File: config.mk
export PLATFORM = sky130hd
export DESIGN_NAME = gmem_port_arbiter_flat
export DESIGN_NICKNAME = d
export VERILOG_FILES = /design/src/rtl/gmem_arb_pkg.sv /design/src/rtl/gmem_port_arbiter_if.sv /design/src/rtl/gmem_arb_tag_fifo.sv /design/src/rtl/gmem_port_arbiter.sv /design/src/flat_wrapper.sv
export SDC_FILE = /design/constraint.sdc
export NUM_CORES = 1
export LEC_CHECK = 0
export BUFFER_PORTS_ARGS = -buffer_cell sky130_fd_sc_hd__buf_2
export CAP_MARGIN = 10
export CORE_MARGIN = 5
export CORE_UTILIZATION = 48
export DETAILED_ROUTE_END_ITERATION = 10
export PLACE_DENSITY = 0.84
export SETUP_SLACK_MARGIN = 0.15
export SYNTH_ARGS = -nofsm -noshare
export SYNTH_HDL_FRONTEND = slang
export SYNTH_HIERARCHICAL = 1
export SYNTH_SLANG_ARGS = --single-unit
export TNS_END_PERCENT = 20
File: constraint.sdc
create_clock -name clk_in -period 10.3 [get_ports clk_in]
set_clock_uncertainty 0.2 [all_clocks]
set_input_delay 0 -clock clk_in [delete_from_list [all_inputs] [get_ports clk_in]]
set_output_delay 0 -clock clk_in [all_outputs]
set_load 0.005 [all_outputs]
File: src/rtl/gmem_arb_pkg.sv
// Shared definitions for the graph-memory port arbiter.
// Contents:
//   arb_state_e     - arbiter control FSM states (run, drain, done)
//   Def*            - default parameter values used by the interface and modules
//   tag_width()     - width of a requester index, minimum 1 bit
//   cnt_width()     - width of an occupancy counter able to hold 0..depth
package gmem_arb_pkg;

  localparam int unsigned DefNumReq         = 2;
  localparam int unsigned DefMaxOutstanding = 4;
  localparam int unsigned DefAddrWidth      = 32;
  localparam int unsigned DefDataWidth      = 32;

  typedef enum logic [1:0] {
    StRun   = 2'd0,
    StDrain = 2'd1,
    StDone  = 2'd2
  } arb_state_e;

  function automatic int unsigned tag_width(input int unsigned num_req);
    return (num_req > 1) ? $clog2(num_req) : 1;
  endfunction

  function automatic int unsigned cnt_width(input int unsigned depth);
    return $clog2(depth) + 1;
  endfunction

endpackage

File: src/rtl/gmem_port_arbiter_if.sv
// Bundle of requester, memory and control signals around the arbiter.
// Signal names follow the arbiter's point of view (_in driven towards it, _out driven by it).
//   req_valid_in / req_addr_in / req_lock_in : per-requester read requests
//   req_grant_out                            : one-hot combinational grant
//   resp_valid_out / resp_data_out           : one-hot return strobe and shared data
//   mem_addr_out / mem_valid_out             : registered memory read command
//   mem_data_in / mem_valid_in               : in-order memory read data
//   flush_in / flush_done_out / error_out    : drain control and sticky error
// Modports: slave = arbiter, master = requesters plus memory.
interface gmem_port_arbiter_if import gmem_arb_pkg::*; #(
  parameter int unsigned NUM_REQ    = DefNumReq,
  parameter int unsigned ADDR_WIDTH = DefAddrWidth,
  parameter int unsigned DATA_WIDTH = DefDataWidth
) ();

  logic [NUM_REQ-1:0]                 req_valid_in;
  logic [NUM_REQ-1:0][ADDR_WIDTH-1:0] req_addr_in;
  logic [NUM_REQ-1:0]                 req_lock_in;
  logic [NUM_REQ-1:0]                 req_grant_out;
  logic [NUM_REQ-1:0]                 resp_valid_out;
  logic [DATA_WIDTH-1:0]              resp_data_out;
  logic [ADDR_WIDTH-1:0]              mem_addr_out;
  logic                               mem_valid_out;
  logic [DATA_WIDTH-1:0]              mem_data_in;
  logic                               mem_valid_in;
  logic                               flush_in;
  logic                               flush_done_out;
  logic                               error_out;

  modport slave (
    input  req_valid_in, req_addr_in, req_lock_in, mem_data_in, mem_valid_in, flush_in,
    output req_grant_out, resp_valid_out, resp_data_out, mem_addr_out, mem_valid_out,
           flush_done_out, error_out
  );

  modport master (
    output req_valid_in, req_addr_in, req_lock_in, mem_data_in, mem_valid_in, flush_in,
    input  req_grant_out, resp_valid_out, resp_data_out, mem_addr_out, mem_valid_out,
           flush_done_out, error_out
  );

endinterface

File: src/rtl/gmem_arb_tag_fifo.sv
// Synchronous FIFO of requester indices recording who owns each in-flight read.
// Ports:
//   clk_i, rst_i  : clock, synchronous active-high reset (empties the FIFO)
//   push_i/data_i : enqueue an owner tag (ignored when full)
//   pop_i         : dequeue the head tag (ignored when empty)
//   head_o        : current head tag
//   full_o/empty_o/count_o : occupancy status
module gmem_arb_tag_fifo import gmem_arb_pkg::*; #(
  parameter int unsigned DEPTH = DefMaxOutstanding,
  parameter int unsigned WIDTH = 1,
  parameter int unsigned CNT_W = cnt_width(DEPTH)
) (
  input  logic             clk_i,
  input  logic             rst_i,
  input  logic             push_i,
  input  logic [WIDTH-1:0] data_i,
  input  logic             pop_i,
  output logic [WIDTH-1:0] head_o,
  output logic             full_o,
  output logic             empty_o,
  output logic [CNT_W-1:0] count_o
);

  localparam int unsigned PtrW = (DEPTH > 1) ? $clog2(DEPTH) : 1;

  logic [WIDTH-1:0] mem_q [DEPTH];
  logic [PtrW-1:0]  wr_ptr_q, rd_ptr_q;
  logic [CNT_W-1:0] count_q, count_d;
  logic             push_ok, pop_ok;

  assign full_o  = (count_q == CNT_W'(DEPTH));
  assign empty_o = (count_q == '0);
  assign count_o = count_q;
  assign head_o  = mem_q[rd_ptr_q];

  assign push_ok = push_i && !full_o;
  assign pop_ok  = pop_i && !empty_o;

  // Pointers wrap explicitly so non-power-of-two depths work.
  function automatic logic [PtrW-1:0] ptr_inc(input logic [PtrW-1:0] ptr);
    return (ptr == PtrW'(DEPTH - 1)) ? '0 : ptr + 1'b1;
  endfunction

  always_comb begin
    count_d = count_q;
    case ({push_ok, pop_ok})
      2'b10:   count_d = count_q + 1'b1;
      2'b01:   count_d = count_q - 1'b1;
      default: count_d = count_q;
    endcase
  end

  always_ff @(posedge clk_i) begin
    if (rst_i) begin
      wr_ptr_q <= '0;
      rd_ptr_q <= '0;
      count_q  <= '0;
    end else begin
      if (push_ok) wr_ptr_q <= ptr_inc(wr_ptr_q);
      if (pop_ok)  rd_ptr_q <= ptr_inc(rd_ptr_q);
      count_q <= count_d;
    end
  end

  // Storage needs no reset: only entries between the pointers are ever read as valid.
  always_ff @(posedge clk_i) begin
    if (push_ok) mem_q[wr_ptr_q] <= data_i;
  end

endmodule

File: src/rtl/gmem_port_arbiter.sv
// Round-robin arbiter sharing one in-order graph-memory read port among NUM_REQ requesters.
// Grants are combinational; the memory command and the response are registered. A tag FIFO
// records the owner of each in-flight read so returning data is steered back in order.
// flush_in stops granting until all reads have returned, then flush_done_out pulses once.
// Optional feature: define GMEM_ARB_LOCK_EN to let the last-granted requester keep priority
// while it holds req_lock_in and req_valid_in; otherwise req_lock_in is ignored.
// Ports:
//   clk_in  : clock
//   rst_in  : synchronous active-high reset
//   arb_io  : gmem_port_arbiter_if.slave (requests, grants, responses, memory, flush, error)
module gmem_port_arbiter import gmem_arb_pkg::*; #(
  parameter int unsigned NUM_REQ         = DefNumReq,
  parameter int unsigned MAX_OUTSTANDING = DefMaxOutstanding,
  parameter int unsigned ADDR_WIDTH      = DefAddrWidth,
  parameter int unsigned DATA_WIDTH      = DefDataWidth
) (
  input logic                 clk_in,
  input logic                 rst_in,
  gmem_port_arbiter_if.slave  arb_io
);

  localparam int unsigned TagW = tag_width(NUM_REQ);
  localparam int unsigned CntW = cnt_width(MAX_OUTSTANDING);

  typedef logic [TagW-1:0] tag_t;

  arb_state_e            state_q;
  tag_t                  ptr_q;
  logic                  mem_valid_q;
  logic [ADDR_WIDTH-1:0] mem_addr_q;
  logic [NUM_REQ-1:0]    resp_valid_q, resp_valid_d;
  logic [DATA_WIDTH-1:0] resp_data_q;
  logic                  flush_done_q;
  logic                  error_q;

  logic                  grant_ok;
  logic                  grant_any;
  tag_t                  grant_idx;
  logic [NUM_REQ-1:0]    grant_vec;
  logic                  mem_pop;
  logic                  mem_spurious;
  tag_t                  fifo_head;
  logic                  fifo_full, fifo_empty;
  logic [CntW-1:0]       out_count;

  gmem_arb_tag_fifo #(
    .DEPTH (MAX_OUTSTANDING),
    .WIDTH (TagW),
    .CNT_W (CntW)
  ) u_tag_fifo (
    .clk_i   (clk_in),
    .rst_i   (rst_in),
    .push_i  (grant_any),
    .data_i  (grant_idx),
    .pop_i   (mem_pop),
    .head_o  (fifo_head),
    .full_o  (fifo_full),
    .empty_o (fifo_empty),
    .count_o (out_count)
  );

  // Full FIFO blocks grants even if a pop lands in the same cycle.
  assign grant_ok     = (state_q == StRun) && !fifo_full && !rst_in;
  assign mem_pop      = arb_io.mem_valid_in && !fifo_empty;
  assign mem_spurious = arb_io.mem_valid_in && fifo_empty;

  function automatic tag_t rr_idx(input tag_t base, input int unsigned off);
    int unsigned sum;
    sum = (32'(base) + off) % NUM_REQ;
    return tag_t'(sum);
  endfunction

`ifdef GMEM_ARB_LOCK_EN
  // ptr_q only names a real owner once something has been granted since reset.
  logic owner_valid_q;

  always_ff @(posedge clk_in) begin
    if (rst_in)         owner_valid_q <= 1'b0;
    else if (grant_any) owner_valid_q <= 1'b1;
  end
`else
  logic [NUM_REQ-1:0] unused_lock;
  assign unused_lock = arb_io.req_lock_in;
`endif

  always_comb begin
    grant_any = 1'b0;
    grant_idx = '0;
    if (grant_ok) begin
`ifdef GMEM_ARB_LOCK_EN
      if (owner_valid_q && arb_io.req_valid_in[ptr_q] && arb_io.req_lock_in[ptr_q]) begin
        grant_any = 1'b1;
        grant_idx = ptr_q;
      end
`endif
      // Search starts one past the last grant and wraps back to it.
      for (int unsigned off = 1; off <= NUM_REQ; off++) begin
        if (!grant_any && arb_io.req_valid_in[rr_idx(ptr_q, off)]) begin
          grant_any = 1'b1;
          grant_idx = rr_idx(ptr_q, off);
        end
      end
    end
  end

  always_comb begin
    grant_vec            = '0;
    grant_vec[grant_idx] = grant_any;
  end

  always_comb begin
    resp_valid_d            = '0;
    resp_valid_d[fifo_head] = mem_pop;
  end

  always_ff @(posedge clk_in) begin
    if (rst_in) begin
      state_q      <= StRun;
      ptr_q        <= tag_t'(NUM_REQ - 1);
      mem_valid_q  <= 1'b0;
      mem_addr_q   <= '0;
      resp_valid_q <= '0;
      resp_data_q  <= '0;
      flush_done_q <= 1'b0;
      error_q      <= 1'b0;
    end else begin
      mem_valid_q  <= grant_any;
      resp_valid_q <= resp_valid_d;
      flush_done_q <= 1'b0;
      if (grant_any) begin
        mem_addr_q <= arb_io.req_addr_in[grant_idx];
        ptr_q      <= grant_idx;
      end
      if (mem_pop)      resp_data_q <= arb_io.mem_data_in;
      if (mem_spurious) error_q     <= 1'b1;

      unique case (state_q)
        StRun: begin
          if (arb_io.flush_in) state_q <= StDrain;
        end
        StDrain: begin
          // Count already reflects the last pop; its response is on the outputs this cycle.
          if (out_count == '0) begin
            state_q      <= StDone;
            flush_done_q <= 1'b1;
          end
        end
        StDone: begin
          state_q <= StRun;
        end
        default: begin
          state_q <= StRun;
        end
      endcase
    end
  end

  assign arb_io.req_grant_out  = grant_vec;
  assign arb_io.resp_valid_out = resp_valid_q;
  assign arb_io.resp_data_out  = resp_data_q;
  assign arb_io.mem_addr_out   = mem_addr_q;
  assign arb_io.mem_valid_out  = mem_valid_q;
  assign arb_io.flush_done_out = flush_done_q;
  assign arb_io.error_out      = error_q;

endmodule

File: src/flat_wrapper.sv
// flat-port wrapper written by rule: the top's interface ports become plain ports
module gmem_port_arbiter_flat import gmem_arb_pkg::*;
#(
  parameter int unsigned NUM_REQ         = DefNumReq,
  parameter int unsigned MAX_OUTSTANDING = DefMaxOutstanding,
  parameter int unsigned ADDR_WIDTH      = DefAddrWidth,
  parameter int unsigned DATA_WIDTH      = DefDataWidth
)
  (clk_in, rst_in, arb_io_req_valid_in, arb_io_req_addr_in, arb_io_req_lock_in, arb_io_mem_data_in, arb_io_mem_valid_in, arb_io_flush_in, arb_io_req_grant_out, arb_io_resp_valid_out, arb_io_resp_data_out, arb_io_mem_addr_out, arb_io_mem_valid_out, arb_io_flush_done_out, arb_io_error_out);
  gmem_port_arbiter_if #(.NUM_REQ(NUM_REQ), .ADDR_WIDTH(ADDR_WIDTH), .DATA_WIDTH(DATA_WIDTH)) arb_io_i ();
  input logic clk_in;
  input logic rst_in;
  input wire logic [$bits(arb_io_i.req_valid_in)-1:0] arb_io_req_valid_in;
  input wire logic [$bits(arb_io_i.req_addr_in)-1:0] arb_io_req_addr_in;
  input wire logic [$bits(arb_io_i.req_lock_in)-1:0] arb_io_req_lock_in;
  input wire logic [$bits(arb_io_i.mem_data_in)-1:0] arb_io_mem_data_in;
  input wire logic [$bits(arb_io_i.mem_valid_in)-1:0] arb_io_mem_valid_in;
  input wire logic [$bits(arb_io_i.flush_in)-1:0] arb_io_flush_in;
  output wire logic [$bits(arb_io_i.req_grant_out)-1:0] arb_io_req_grant_out;
  output wire logic [$bits(arb_io_i.resp_valid_out)-1:0] arb_io_resp_valid_out;
  output wire logic [$bits(arb_io_i.resp_data_out)-1:0] arb_io_resp_data_out;
  output wire logic [$bits(arb_io_i.mem_addr_out)-1:0] arb_io_mem_addr_out;
  output wire logic [$bits(arb_io_i.mem_valid_out)-1:0] arb_io_mem_valid_out;
  output wire logic [$bits(arb_io_i.flush_done_out)-1:0] arb_io_flush_done_out;
  output wire logic [$bits(arb_io_i.error_out)-1:0] arb_io_error_out;
  assign arb_io_i.req_valid_in = arb_io_req_valid_in;
  assign arb_io_i.req_addr_in = arb_io_req_addr_in;
  assign arb_io_i.req_lock_in = arb_io_req_lock_in;
  assign arb_io_i.mem_data_in = arb_io_mem_data_in;
  assign arb_io_i.mem_valid_in = arb_io_mem_valid_in;
  assign arb_io_i.flush_in = arb_io_flush_in;
  assign arb_io_req_grant_out = arb_io_i.req_grant_out;
  assign arb_io_resp_valid_out = arb_io_i.resp_valid_out;
  assign arb_io_resp_data_out = arb_io_i.resp_data_out;
  assign arb_io_mem_addr_out = arb_io_i.mem_addr_out;
  assign arb_io_mem_valid_out = arb_io_i.mem_valid_out;
  assign arb_io_flush_done_out = arb_io_i.flush_done_out;
  assign arb_io_error_out = arb_io_i.error_out;
  gmem_port_arbiter #(.NUM_REQ(NUM_REQ), .MAX_OUTSTANDING(MAX_OUTSTANDING), .ADDR_WIDTH(ADDR_WIDTH), .DATA_WIDTH(DATA_WIDTH)) u_core (.clk_in(clk_in), .rst_in(rst_in), .arb_io(arb_io_i));
endmodule
; Word level (Yosys, flattened, before mapping)
; Memories as Yosys holds them, arrays and structs flattened. A register that Yosys moved wholly into a read port is not among the register bits.
; Index checks and enable logic that the tools add are counted.
[op_classes]
n_addsub = 6
order_cmp = 6
n_eq_ne = 8
mux = 28
n_bitwise = 3
reduce_logical = 18
[ops]
columns = operator, n
row1 = two-way mux 32 bit, 2
row2 = two-way mux 1 bit, 16
row3 = two-way mux 2 bit, 6
row4 = logical AND 1 bit, 9
row5 = "less-than comparator 1 x 2 -> 1 bit, second input constant", 4
row6 = "equality test 2 bit, second input constant", 3
row7 = case mux 3 bit (2 select lines), 1
row8 = "adder 2 x 1 -> 2 bit, second input constant", 2
row9 = AND 2 bit, 2
row10 = "equality test 2 x 1 -> 1 bit, second input constant", 2
row11 = zero test 1 bit, 4
row12 = case mux 2 bit (2 select lines), 1
row13 = "adder 3 x 1 -> 3 bit, second input constant", 1
row14 = "equality test 3 bit, second input constant", 1
row15 = zero test 3 bit, 1
row16 = "subtractor 3 x 1 -> 3 bit, second input constant", 1
row17 = "adder 1 bit, second input constant", 2
row18 = demux 1 bit (select 1 bit), 2
row19 = "greater-or-equal comparator 1 bit, second input constant", 2
row20 = zero test 2 bit, 1
row21 = "!= test 2 x 1 -> 1 bit, second input constant", 1
row22 = "!= test 2 bit, second input constant", 1
row23 = AND reduction 2 bit, 1
row24 = nonzero test 2 bit, 1
row25 = 2 further kinds, 2
[totals]
register_bits = 79
mem_bits_rw = 4
inputBits = 104
out_inout_bits = 71
word_cells = 81
memories = 1
[mem_list]
columns = memory, words, word_bits, read_ports, rd_ports_with_merged_regs, wr, line_no
row1 = u_core.u_tag_fifo.mem_q, 4, 1, 1, 1, 1, gmem_arb_tag_fifo.sv:26  ; logic [WIDTH-1:0] mem_q [DEPTH];

; Logic depth before layout (Yosys ltp)
[depth]
word_depth = 14
ltp_mapped = 15
mapped_depth_nobuf = 12

; By module
; Netlist, hierarchy kept.
[modules_own_cells]
columns = module, instances, cells_each, area_per_inst_um2, seq_area_each_um2
row1 = gmem_port_arbiter, 1, 313, 2720.1, 1441.4
row2 = gmem_arb_tag_fifo, 1, 59, 640.6, 300.3

; Least setup slack after synthesis
; Ideal clock, no wire load.
[synth_path]
path_type = register -> register
start = register u_core.u_tag_fifo.count_q[2], in the netlist u_core/u_tag_fifo/count_o[2]
end = register u_core.u_tag_fifo.count_q[2], in the netlist u_core/u_tag_fifo/count_o[2]
arrival_time_ns = 3.037
path_slack_ns = 6.993
stages_incl_launch_ff = 16
path_buffers = 3
period_less_slack_ns = 3.307
path_cell_list = dfxtp_1 or3b_1 buf_6 inv_1 or4_4 buf_6 clkbuf_1 nor2_1 and2_4 inv_1 ha_1 inv_1 fa_1 xor2_1 or3_2 a21oi_1
[synth_between]
elab_chain_len = 8
elab_cells_between_ends = 16
[synth_rtl]
columns = item, line_no
row1 = start: declaration, gmem_arb_tag_fifo.sv:28  ; logic [CNT_W-1:0] count_q, count_d;
row2 = start signal: assignment, gmem_arb_tag_fifo.sv:61  ; count_q <= count_d;
row3 = equality test 3 bit *, gmem_arb_tag_fifo.sv:31  ; assign full_o = (count_q == CNT_W'(DEPTH));
row4 = net u_core.fifo_full, gmem_port_arbiter.sv:43  ; logic fifo_full, fifo_empty;
row5 = zero test 1 bit *, gmem_port_arbiter.sv:63  ; assign grant_ok = (state_q == StRun) && !fifo_full && !rst_in;
row6 = logical AND 1 bit * (2 in series), gmem_port_arbiter.sv:63
row7 = two-way mux 1 bit *, gmem_port_arbiter.sv:89  ; if (grant_ok) begin
row8 = net u_core.grant_any, gmem_port_arbiter.sv:37  ; logic grant_any;
row9 = logical AND 1 bit *, gmem_arb_tag_fifo.sv:36  ; assign push_ok = push_i && !full_o;
row10 = equality test 2 x 1 -> 1 bit / equality test 2 bit (equally long branches), gmem_arb_tag_fifo.sv:46  ; case ({push_ok, pop_ok})
row11 = case mux 3 bit (2 select lines) / nonzero test 2 bit (equally long branches), n/a
; The timed path passes the listed nets; every way through them passes the cells marked *.
; A chain may end at the register's enable or synchronous reset.

; Final worst setup path
[layout_path]
start = register u_core.u_tag_fifo.count_q[0], in the netlist u_core/u_tag_fifo/count_o[0]
end = register u_core.u_tag_fifo.count_q[2], in the netlist u_core/u_tag_fifo/count_o[2]
[layout_between]
elab_cells_between_ends = 16
[layout_lines]
columns = item, line_no
row1 = zero test 3 bit *, gmem_arb_tag_fifo.sv:32  ; assign empty_o = (count_q == '0);
row2 = net u_core.fifo_empty, gmem_port_arbiter.sv:43
row3 = zero test 1 bit *, "gmem_arb_tag_fifo.sv:37, gmem_port_arbiter.sv:64"
row4 = logical AND 1 bit, gmem_port_arbiter.sv:64  ; assign mem_pop = arb_io.mem_valid_in && !fifo_empty;
row5 = logical AND 1 bit *, gmem_arb_tag_fifo.sv:37  ; assign pop_ok = pop_i && !empty_o;
row6 = equality test 2 x 1 -> 1 bit / equality test 2 bit (equally long branches), gmem_arb_tag_fifo.sv:46
row7 = case mux 3 bit (2 select lines) / nonzero test 2 bit (equally long branches), n/a
; Marks and branches as above.

==> report_table.html <==
<table>
<tr><th>Metric</th><th>Value</th></tr>
<tr><th colspan="2">Layout</th></tr>
<tr><td>Area occupied by multi-input gates</td><td>around 0.0013 sq mm</td></tr>
<tr><td>Most common cell after layout, fill and taps aside</td><td>sky130_fd_sc_hd__buf_2</td></tr>
<tr><td>Fill cell total of the finished layout</td><td>389</td></tr>
<tr><td>Share of post-route cells with drive strength above 1</td><td>31.5%</td></tr>
<tr><td>Layout overhead on the synthesized area</td><td>62.2%</td></tr>
<tr><td>Net count, final</td><td>741</td></tr>
<tr><td>ANT cells</td><td>0</td></tr>
<tr><td>Post-Route Utilization</td><td>around four fifths</td></tr>
<tr><td>Area of all sequential standard cells</td><td>around 0.0017 sq mm</td></tr>
<tr><td>Most frequent cells in the layout</td><td>sky130_fd_sc_hd__buf_2 (172), sky130_fd_sc_hd__dlygate4sd3_1 (100), sky130_fd_sc_hd__dfxtp_1 (81)</td></tr>
<tr><th colspan="2">Setup path</th></tr>
<tr><td>Path depth of the worst reg2reg path</td><td>12</td></tr>
<tr><td>Critical Path Max Stage Delay</td><td>0.75 ns</td></tr>
<tr><td>CP Max Fanout</td><td>35</td></tr>
<tr><td>Startpoint type of the worst setup path</td><td>flop</td></tr>
<tr><td>Critical path capture point type</td><td>flop</td></tr>
<tr><td>Cell breakdown of the critical path</td><td>nor3_1 &gt; nand2b_1 &gt; buf_4 &gt; inv_1 &gt; o31ai_1 &gt; inv_1 &gt; ha_1 &gt; inv_1 &gt; fa_1 &gt; xor2_1 &gt; or3_2 &gt; a21oi_1</td></tr>
<tr><td>Crit path capture</td><td>u_core/u_tag_fifo/count_o[2]$_SDFFE_PP0P_</td></tr>
<tr><td>Startpoint of the lowest-slack register-to-register path</td><td>u_core/u_tag_fifo/count_o[0]$_SDFFE_PP0P_</td></tr>
<tr><td>Data required time at the worst endpoint</td><td>10.36 ns</td></tr>
<tr><td>Worst-case register-to-register setup slack</td><td>6.56 ns</td></tr>
<tr><td>CP startpoint</td><td>u_core/u_tag_fifo/count_o[0]$_SDFFE_PP0P_</td></tr>
<tr><td>Arrival time of data at the critical path endpoint</td><td>3.79 ns</td></tr>
<tr><td>Worst-path cell with the longest stage delay</td><td>sky130_fd_sc_hd__inv_1</td></tr>
<tr><td>RR Endpoint</td><td>u_core/u_tag_fifo/count_o[2]$_SDFFE_PP0P_</td></tr>
<tr><td>Worst setup path class</td><td>flop to flop</td></tr>
<tr><td>Critical Path Most Common Cell</td><td>sky130_fd_sc_hd__inv_1</td></tr>
<tr><th colspan="2">Outcome</th></tr>
<tr><td>Run status</td><td>finished clean</td></tr>
<tr><th colspan="2">Drt</th></tr>
<tr><td>Post-route DRC</td><td>0</td></tr>
<tr><td>Total wirelength of the detailed-routed design</td><td>12,300 microns</td></tr>
<tr><td>Number of nets still failing antenna checks after routing</td><td>0</td></tr>
<tr><td>Number of vias per cell after detailed routing</td><td>5.29</td></tr>
<tr><td>Count of routing violations after the opening detailed-route iteration</td><td>170</td></tr>
<tr><td>Via total after detailed routing</td><td>3,864</td></tr>
<tr><td>Detailed Routing Iterations Pass 1</td><td>5</td></tr>
<tr><td>WL per Instance</td><td>16.9 microns</td></tr>
<tr><th colspan="2">Clock tree</th></tr>
<tr><td>Setup fix buffers added after clock tree synthesis</td><td>0</td></tr>
<tr><td>TritonCTS Buffers</td><td>9</td></tr>
<tr><td>Number of clock sinks</td><td>85</td></tr>
<tr><td>CTS tree</td><td>yes</td></tr>
<tr><td>Worst-case clock buffer depth</td><td>2</td></tr>
<tr><td>Clock latency on the worst-skew pair</td><td>0.34 ns</td></tr>
<tr><td>Number of instances resized during post-cts repair</td><td>0</td></tr>
<tr><td>Maximum level of the CTS H-tree</td><td>3</td></tr>
<tr><td>Clock root buffer</td><td>sky130_fd_sc_hd__clkbuf_8</td></tr>
<tr><td>Worst-path clk slew</td><td>0.07 ns</td></tr>
<tr><th colspan="2">Synthesis</th></tr>
<tr><td>Cell variety after synth</td><td>36</td></tr>
<tr><td>Number of storage elements in the synthesis netlist</td><td>85</td></tr>
<tr><td>Synthesized instance count</td><td>between 300 and 400</td></tr>
<tr><td>Cell area after synthesis</td><td>0.00336 sq mm</td></tr>
<tr><td>Biggest area contributors in the synthesized netlist</td><td>sky130_fd_sc_hd__dfxtp_1 (48%), sky130_fd_sc_hd__a221o_1 (9.5%), sky130_fd_sc_hd__nand2_1 (7.3%)</td></tr>
<tr><td>Synth Area per Inst</td><td>9.03 sq um</td></tr>
<tr><td>Syn Nets</td><td>around 480</td></tr>
<tr><td>Top-area cell type share of the netlist area</td><td>48.3%</td></tr>
<tr><td>Post-synth top area cell</td><td>sky130_fd_sc_hd__dfxtp_1</td></tr>
<tr><td>Total of warnings raised by yosys</td><td>6</td></tr>
<tr><td>Post-synthesis sequential area ratio</td><td>51.8%</td></tr>
<tr><th colspan="2">Timing</th></tr>
<tr><td>Setup repair after global routing missed its margin</td><td>false</td></tr>
<tr><td>Final Hold Fails</td><td>0</td></tr>
<tr><td>Peak Freq</td><td>268 MHz</td></tr>
<tr><td>Final period util</td><td>36.3%</td></tr>
<tr><td>Finish-stage setup viols</td><td>0</td></tr>
<tr><td>Hold_ws</td><td>0.0510 ns</td></tr>
<tr><td>Setup TNS after final layout</td><td>0 ns</td></tr>
<tr><td>Worst Tran Pin Value</td><td>0.971 ns</td></tr>
<tr><td>Final Critical Period</td><td>3.74 ns</td></tr>
<tr><td>Worst max-slew margin expressed relative to the limit</td><td>35.2%</td></tr>
<tr><td>Slew Limit Fails</td><td>0</td></tr>
<tr><th colspan="2">Placement</th></tr>
<tr><td>Half-perimeter wire length after detailed placement</td><td>6390 microns</td></tr>
<tr><td>Input/output buffers</td><td>between 150 and 200</td></tr>
<tr><td>Final weighted congestion in routability-driven placement</td><td>0.827</td></tr>
<tr><th colspan="2">Global routing</th></tr>
<tr><td>Remaining global-route overflow</td><td>0</td></tr>
<tr><td>Number of global-route vias before repair</td><td>4,027</td></tr>
<tr><td>Overall fraction of global-route tracks in use</td><td>27.6%</td></tr>
<tr><td>Initial antenna violation count</td><td>0</td></tr>
<tr><td>Global-route wire length before repair</td><td>19,000 microns</td></tr>
<tr><td>Maximum number of pins on one net before global-route repair</td><td>a little under 50</td></tr>
<tr><th colspan="2">Floorplanning</th></tr>
<tr><td>Cell Rows</td><td>30</td></tr>
<tr><td>Initial Util</td><td>between 40% and 50%</td></tr>
<tr><td>Placeable core region</td><td>~0.0068 sq mm</td></tr>
<tr><td>IO Pins</td><td>175</td></tr>
<tr><td>Die Height</td><td>93.7 microns</td></tr>
<tr><td>Horiz. Die Dim</td><td>93.7 microns</td></tr>
<tr><td>Total die area</td><td>0.00878 sq mm</td></tr>
<tr><th colspan="2">Power and ir drop</th></tr>
<tr><td>Pwr Density</td><td>168 mW/mm^2</td></tr>
<tr><td>Worst vdd rail ir drop</td><td>103 uV</td></tr>
<tr><td>Cell leakage power</td><td>0.00268 uW</td></tr>
<tr><th colspan="2">Hold path</th></tr>
<tr><td>Hold Crit Class</td><td>input pin to flop</td></tr>
<tr><th colspan="2">Flow run</th></tr>
<tr><td>Count of max-cap constraint violations</td><td>0</td></tr>
</table>
[metal layers]
layer	GRT usage [%]	share of wire, %	vias to the layer above
met5	0	0	-
met4	17.2	5.6	0
met3	7.21	7.9	65
met2	50.4	51	221
met1	27.8	35	1793
li1	-	-	1785
[power by group]
| part | internal [uW] | switching [uW] | total [uW] |
|---|---|---|---|
| Combinational | 130 | 123 | 253 |
| Clock | 141 | 118 | 258 |
| Sequential | 377 | 28.2 | 406 |
| Total | 648 | 269 | 917 |
[through the flow]
stage | cell area, sq um | setup slack (ns) | total power [uW] | cells
final | 5450 | 6.56 | 917 | 731
after detailed placement | 4220 | 6.61 | 597 | 615
after CTS | 5450 | 6.57 | 901 | 731
after global placement | 4220 | 6.66 | 590 | 615
after global routing | 5450 | 6.27 | 958 | 731
after floorplan | 3360 | 6.99 | 518 | 372
[final cells by class]
cell class,instances,share of cell area [%]
Timing Repair Buffer,274,34.4
Clock buffer,12,3.24
Clock inverter,4,0.964
Tap cell,96,2.20
Multi-Input combinational cell,219,24.4
Sequential cell,85,32.0
Inverter,41,2.82
[what timing repair did]
item	in CTS	in global routing
endpoints found under the setup margin	0	0
hold buffers	100	0
endpoints found under the hold margin	68	0
[cells in the mapped netlist]
| library cell | instances |
|---|---|
| sky130_fd_sc_hd__a2111oi_0 | 1 |
| sky130_fd_sc_hd__a221o_1 | 32 |
| sky130_fd_sc_hd__edfxtp_1 | 4 |
| sky130_fd_sc_hd__nor3b_1 | 1 |
| sky130_fd_sc_hd__o21ba_4 | 1 |
| sky130_fd_sc_hd__mux4_2 | 1 |
| sky130_fd_sc_hd__o31ai_2 | 1 |
| sky130_fd_sc_hd__nor2_1 | 14 |
| sky130_fd_sc_hd__or3b_1 | 1 |
| sky130_fd_sc_hd__xor2_1 | 2 |
| sky130_fd_sc_hd__buf_1 | 3 |
| sky130_fd_sc_hd__and2_4 | 1 |
| sky130_fd_sc_hd__nand3_1 | 2 |
| sky130_fd_sc_hd__o31ai_1 | 1 |
| sky130_fd_sc_hd__o21ai_0 | 1 |
| sky130_fd_sc_hd__buf_6 | 5 |
| sky130_fd_sc_hd__or3_1 | 1 |
| sky130_fd_sc_hd__or4_4 | 1 |
| sky130_fd_sc_hd__dfxtp_1 | 81 |
| sky130_fd_sc_hd__a21bo_2 | 1 |
| sky130_fd_sc_hd__nor3_1 | 36 |
| sky130_fd_sc_hd__nand2_1 | 65 |
| sky130_fd_sc_hd__inv_1 | 41 |
| sky130_fd_sc_hd__a21oi_1 | 37 |
| sky130_fd_sc_hd__buf_2 | 3 |
| sky130_fd_sc_hd__a21o_1 | 1 |
| sky130_fd_sc_hd__nor3b_2 | 1 |
| sky130_fd_sc_hd__fa_1 | 1 |
| sky130_fd_sc_hd__nand2b_1 | 1 |
| sky130_fd_sc_hd__or3_2 | 1 |
| sky130_fd_sc_hd__and3_1 | 4 |
| sky130_fd_sc_hd__ha_1 | 6 |
| sky130_fd_sc_hd__and3_2 | 2 |
| sky130_fd_sc_hd__mux2i_1 | 1 |
| sky130_fd_sc_hd__clkbuf_1 | 16 |
| sky130_fd_sc_hd__a311oi_1 | 1 |
[worst min path at each step]
stage | slack (ns) | cells after the start | startpoint | endpoint
after floorplan | -0.06 | 2 | arb_io_mem_data_in[0] | u_core/arb_io.resp_data_out[0]$_SDFFE_PP0P_
after global placement | 0.02 | 2 | arb_io_req_addr_in[29] | u_core/arb_io.mem_addr_out[29]$_SDFFE_PP0P_
after detailed placement | 0.03 | 2 | arb_io_req_addr_in[1] | u_core/arb_io.mem_addr_out[1]$_SDFFE_PP0P_
after CTS | 0.05 | 2 | rst_in | u_core/u_tag_fifo/count_o[1]$_SDFFE_PP0P_
after global routing | 0.11 | 2 | rst_in | u_core/u_tag_fifo/count_o[1]$_SDFFE_PP0P_
final | 0.05 | 2 | rst_in | u_core/u_tag_fifo/count_o[0]$_SDFFE_PP0P_
[state kept, by name (all words and copies together), names as in the netlist, 2 cells and up, named ones only]
name                          flops
u_core/arb_io.mem_addr_out       32
u_core/arb_io.resp_data_out      32
u_core/u_tag_fifo/mem_q           4
u_core/u_tag_fifo/count_o         3
u_core/arb_io.resp_valid_out      2
u_core/state_q                    2
u_core/u_tag_fifo/rd_ptr_q        2
u_core/u_tag_fifo/wr_ptr_q        2
[cells by family after synthesis]
logic type | synth area share [%]
simple gates | 17.7
flops | 51.8
compound gates | 17.3
buf+inv | 8.82
fa+ha+maj | 2.83
xor+xnor | 0.521
mux | 0.968
[worst max-delay path, delay by kind of cell, from the launching register on]
family	cells	cell delay [ns]
buffers and inverters	4	1.18
AND/OR/NAND/NOR	3	0.67
adder cells (fa/ha/maj)	2	0.55
AO/OA/AOI/OAI	2	0.45
flip-flops	1	0.42
XOR/XNOR	1	0.16
Note: power is estimated with default switching activity, not from simulation.
